$ cat config.mk
export PLATFORM = sky130hd
export DESIGN_NAME = instr_queue_decoder
export DESIGN_NICKNAME = d
export VERILOG_FILES = /design/src/rtl/instr_queue_decoder.sv
export SDC_FILE = /design/constraint.sdc
export NUM_CORES = 1
export LEC_CHECK = 0
export CORE_MARGIN = 5
export CORE_UTILIZATION = 58
export DETAILED_ROUTE_END_ITERATION = 7
export PLACE_DENSITY = 0.87
export SYNTH_ARGS = -nofsm -noshare
export SYNTH_HDL_FRONTEND = slang
export SYNTH_SLANG_ARGS = --single-unit
$ cat constraint.sdc
create_clock -name clk -period 4.1 [get_ports clk]
set_input_delay 0.82 -clock clk [delete_from_list [all_inputs] [get_ports clk]]
set_output_delay 0.82 -clock clk [all_outputs]
set_load 0.02 [all_outputs]
$ cat src/rtl/instr_queue_decoder.sv
// instr_queue_decoder: DEPTH-entry instruction queue that decodes R/I/J/S fields at enqueue; optional IQD_ILLEGAL_DETECT_EN adds illegal_op
module instr_queue_decoder #(
  parameter int INSTR_W = 32,
  parameter int OP_W    = 6,
  parameter int REG_W   = 4,
  parameter int IMM_W   = 16,
  parameter int DEPTH   = 4
) (
  input  logic                       clk,
  input  logic                       rst_n,
  input  logic                       flush,
  input  logic                       in_valid,
  output logic                       in_ready,
  input  logic [INSTR_W-1:0]         instr_in,
  output logic                       out_valid,
  input  logic                       out_ready,
  output logic [INSTR_W-1:0]         instr_out,
  output logic [1:0]                 fmt,
  output logic [OP_W-1:0]            opcode,
  output logic [REG_W-1:0]           rd,
  output logic [REG_W-1:0]           rs1,
  output logic [REG_W-1:0]           rs2,
  output logic [IMM_W-1:0]           immediate,
  output logic [INSTR_W-OP_W-1:0]    jump_offset,
  output logic [$clog2(DEPTH):0]     count
`ifdef IQD_ILLEGAL_DETECT_EN
  ,
  output logic                       illegal_op
`endif
);
  localparam int PW      = $clog2(DEPTH);
  localparam int CW      = PW + 1;
  localparam int JW      = INSTR_W - OP_W;
  localparam int RD_LSB  = INSTR_W - OP_W - REG_W;
  localparam int RS1_LSB = RD_LSB - REG_W;
  localparam int RS2_LSB = RS1_LSB - REG_W;
  localparam int IMM_LSB = RS1_LSB - IMM_W;
  // Opcode map boundaries: R 0..2, I 3..11, J 12..14, S 15..16
  localparam logic [31:0] R_MAX = 32'd2;
  localparam logic [31:0] I_MAX = 32'd11;
  localparam logic [31:0] J_MAX = 32'd14;
  localparam logic [31:0] S_MAX = 32'd16;

  typedef struct packed {
    logic [INSTR_W-1:0] raw;
    logic [1:0]         fmt;
    logic [OP_W-1:0]    op;
    logic [REG_W-1:0]   rd;
    logic [REG_W-1:0]   rs1;
    logic [REG_W-1:0]   rs2;
    logic [IMM_W-1:0]   imm;
    logic [JW-1:0]      joff;
`ifdef IQD_ILLEGAL_DETECT_EN
    logic               ill;
`endif
  } ent_t;

  ent_t            mem [DEPTH];
  ent_t            dec;
  ent_t            head;
  logic [PW-1:0]   wr_ptr;
  logic [PW-1:0]   rd_ptr;
  logic [31:0]     opi;
  logic            push;
  logic            pop;

  assign in_ready  = count < CW'(DEPTH);
  assign out_valid = count != '0;
  assign push      = in_valid && in_ready;
  assign pop       = out_valid && out_ready;

  // Decode the incoming word so the head path is pure storage readout
  always_comb begin
    dec     = '0;
    dec.raw = instr_in;
    dec.op  = instr_in[INSTR_W-1 -: OP_W];
    opi     = 32'(dec.op);
    if (opi <= R_MAX) begin
      dec.fmt = 2'b00;
      dec.rd  = instr_in[RD_LSB +: REG_W];
      dec.rs1 = instr_in[RS1_LSB +: REG_W];
      dec.rs2 = instr_in[RS2_LSB +: REG_W];
    end else if (opi <= I_MAX) begin
      dec.fmt = 2'b01;
      dec.rd  = instr_in[RD_LSB +: REG_W];
      dec.rs1 = instr_in[RS1_LSB +: REG_W];
      dec.imm = instr_in[IMM_LSB +: IMM_W];
    end else if (opi <= J_MAX) begin
      dec.fmt  = 2'b10;
      dec.joff = instr_in[JW-1:0];
    end else if (opi <= S_MAX) begin
      dec.fmt = 2'b11;
      dec.rd  = instr_in[RD_LSB +: REG_W];
    end else begin
`ifdef IQD_ILLEGAL_DETECT_EN
      dec.ill = 1'b1;
`endif
    end
  end

  // Queue storage, pointers and occupancy; flush empties without clearing storage
  always_ff @(posedge clk or negedge rst_n) begin
    if (!rst_n) begin
      wr_ptr <= '0;
      rd_ptr <= '0;
      count  <= '0;
      for (int i = 0; i < DEPTH; i++) mem[i] <= '0;
    end else if (flush) begin
      wr_ptr <= '0;
      rd_ptr <= '0;
      count  <= '0;
    end else begin
      if (push) begin
        mem[wr_ptr] <= dec;
        wr_ptr      <= wr_ptr + 1'b1;
      end
      if (pop) rd_ptr <= rd_ptr + 1'b1;
      count <= count + CW'(push) - CW'(pop);
    end
  end

  assign head        = out_valid ? mem[rd_ptr] : '0;
  assign instr_out   = head.raw;
  assign fmt         = head.fmt;
  assign opcode      = head.op;
  assign rd          = head.rd;
  assign rs1         = head.rs1;
  assign rs2         = head.rs2;
  assign immediate   = head.imm;
  assign jump_offset = head.joff;
`ifdef IQD_ILLEGAL_DETECT_EN
  assign illegal_op  = head.ill;
`endif
endmodule

==> reports/metrics.yaml <==
max_stage_delay_ns: 0.63
rows: 61
vias_per_cell: 5.943
globalRouteOverflowTotal: 0
fillers: 1882
cp_top_family: "buffers and inverters"
nets: 1723
seq_area_frac_synth: 0.5533
postPlaceCellArea_sq_mm: 0.01808
fin_cells: 2086
finalInstanceArea_sq_mm: 0.01948
area_delta_synth_final_pct: 19.98
slew_headroom: 0.3362
grt_pass1_wl_um: 70320
grt_usage: 0.2844
post-place-cells: 2018
cellPowerDensity_mw_per_mm2: 632.8
cts_setup_buffers: 0
drv_cap: 0
io_buffers: 135
crit_chain: "buf_4 -> mux4_2 -> and2_1 -> clkdlybuf4s50_1"
dieWidth_um: 177.3
worst_slew_pin_slew_ns: 0.9942
ant_nets: 0
critPathKind: "flop to output port"
floorplan.initialDensity: 0.5860
cts_buffers: 37
dr.pass1.iters: 5
wirelength_um: 43100
htreeDepth: 2
cts.sinks: 359
drcViolationCount: 0
outcome: "finished clean"
fp.dieH_um: 177.3
tns_ns: 0
fmaxAchievable_mhz: 279.3
clk-insertion-delay-late_ns: 0.52
cp-start-kind: "flop"
synth_top_area_frac: 0.5533
setup_viol: 0
wl_per_cell_um: 20.66
grt_max_degree: 101
grt_pass1_vias: 13310
ys_types: 35
cp-end-kind: "output port"
hold_path_class: "input port to async pin"
worstPathArrival_ns: 2.76
syn_nets: 1643
ir_worst_vdd_uv: 401.4
io_pins: 136
critPathMaxFanout: 26
fin_total_pwr_w: 0.01233
drive_gt1_frac: 0.1224
period_minus_slack_ns: 3.581
pre_cts_ws_ns: 0.8160
required_ns: 3.28
clock-root-buffer: "clkbuf_16"
fin_skew_ns: 0.01759
final_cell_mix: "nand2_1, dfrtp_1, o21ai_0, clkdlybuf4s50_1, and2_1"
leakage_nw: 8.785
synth_cells: 1599
yosys_register_bits: 359
gp_congestion: 0.8321
final_hold_viol_count: 0
synth_warnings: 0
clkSlewWorstSetupHoldPaths_ns: 0.06
die_area_sq_mm: 0.03144
yosysTopAreaCell: "dfrtp_1"
synthTopCellsByArea: "dfrtp_1, nand2_1, mux4_2, o21ai_0, and2_1"
mostFrequentLayoutCell: "nand2_1"
timing.final.ws_setup_ns: 0.5193
maxSlewViolCount: 0
num_antenna_cells: 0
rsz0062_at_grt: "false"
cts.path.max_buffers: 3
cts_tree: "done"
ctsHoldBuffers: 0
netlist_area_sq_mm: 0.01624
cpMaxStageDelayCell: "dfrtp_4"
core_area_sq_mm: 0.02771
syn_avg_cell_area_sq_um: 10.15
dr_total_vias: 12400
cp_num_buf_inv: 2
cts_resized: 0
dp_hpwl_um: 26650
drt_iter0_markers: 1233
finalCritPeriodShare: 0.8734
antenna_found_initial: 1
sequential cells by signal, indices dropped and copies added (netlist names):
name    count
count       3
rd_ptr      2
wr_ptr      2
mem       352
worst reg2reg max path, cell delays in order (launching register included):
cell and delay [ns]:
dfrtp_1 0.38, buf_4 0.21, o31ai_1 0.37, inv_1 0.08, ha_1 0.29, inv_1 0.05, ha_1 0.15, inv_1 0.06
fa_1 0.40, xnor2_1 0.17, xnor2_1 0.13, nor2_1 0.06
where the power goes:
part	total [W]	switching [W]	internal [W]
registers	0.00480	0.000462	0.00434
logic	0.00371	0.00198	0.00173
clock network	0.00382	0.00139	0.00243
final cells by class:
cell class	instances	area, sq um	share of cell area
timing repair buffer	170	1794	0.09211
multi-input combinational	1103	6794	0.3488
clock buffer	48	1040	0.05338
clock inverter	20	356.6	0.01831
tap	378	473.0	0.02428
sequential	359	8991	0.4616
inverter	8	30.03	0.001542
through the flow:
stage          hold WS [ns]  utilization
6_report             0.3101       0.7031
4_1_cts              0.3703       0.7031
5_1_grt              0.3977       0.7031
2_1_floorplan        0.4403            -
3_5_place_dp         0.4602       0.6527
3_3_place_gp         0.4522       0.6527
layer usage:
layer  vias to the layer above  wire (um)  global-route usage
li1                       5501          -                   -
met1                      6190      16290              0.3706
met2                       573      21150              0.4634
met3                       131       3544             0.05795
met4                         2       2095              0.1366
met5                         -         17                   0
kinds of logic (layout without fill, tap and decap cells):
logic type | count (synthesis) | count (layout) | share of synthesized area
mux | 93 | 93 | 0.1252
fa+ha+maj | 7 | 7 | 0.005857
compound gates | 238 | 238 | 0.07791
simple gates | 760 | 760 | 0.1980
flops | 359 | 359 | 0.5533
buf+inv | 137 | 246 | 0.03707
xor+xnor | 5 | 5 | 0.002698
cell usage after synthesis:
cell / instances
buf_4: 6
or3_1: 2
nor2_1: 8
a211o_1: 1
nand2_1: 601
buf_2: 40
inv_1: 8
o21bai_1: 1
a211oi_1: 2
o21ai_2: 10
mux2i_1: 5
nand4bb_1: 4
nand2b_1: 1
xnor2_1: 3
buf_1: 4
a41oi_1: 1
and2_1: 89
a21o_1: 2
nor2b_1: 3
buf_6: 2
fa_1: 1
o31ai_1: 1
dfrtp_1: 359
o21ai_1: 3
a221o_1: 1
a31oi_1: 4
ha_1: 6
nor4b_1: 1
o21ai_0: 211
mux4_2: 88
clkbuf_1: 77
o311ai_0: 1
nand3_1: 46
xor2_1: 2
nor4bb_1: 5
worst paths after layout:
kind / to / slack [ns] / start / depth (start not counted)
worst max-delay path: rs1[3] / 0.52 / rd_ptr[1] / 4
worst min-delay path: wr_ptr[0] / 0.31 / rst_n / 1
worst max register to register: count[2] / 1.62 / count[2] / 11
worst min register to register: mem[183] / 0.48 / mem[183] / 2
max in group asynchronous: mem[298] / 2.75 / rst_n / 2
min in group clk: mem[183] / 0.48 / mem[183] / 2
Power figures use the tool's default switching activity.
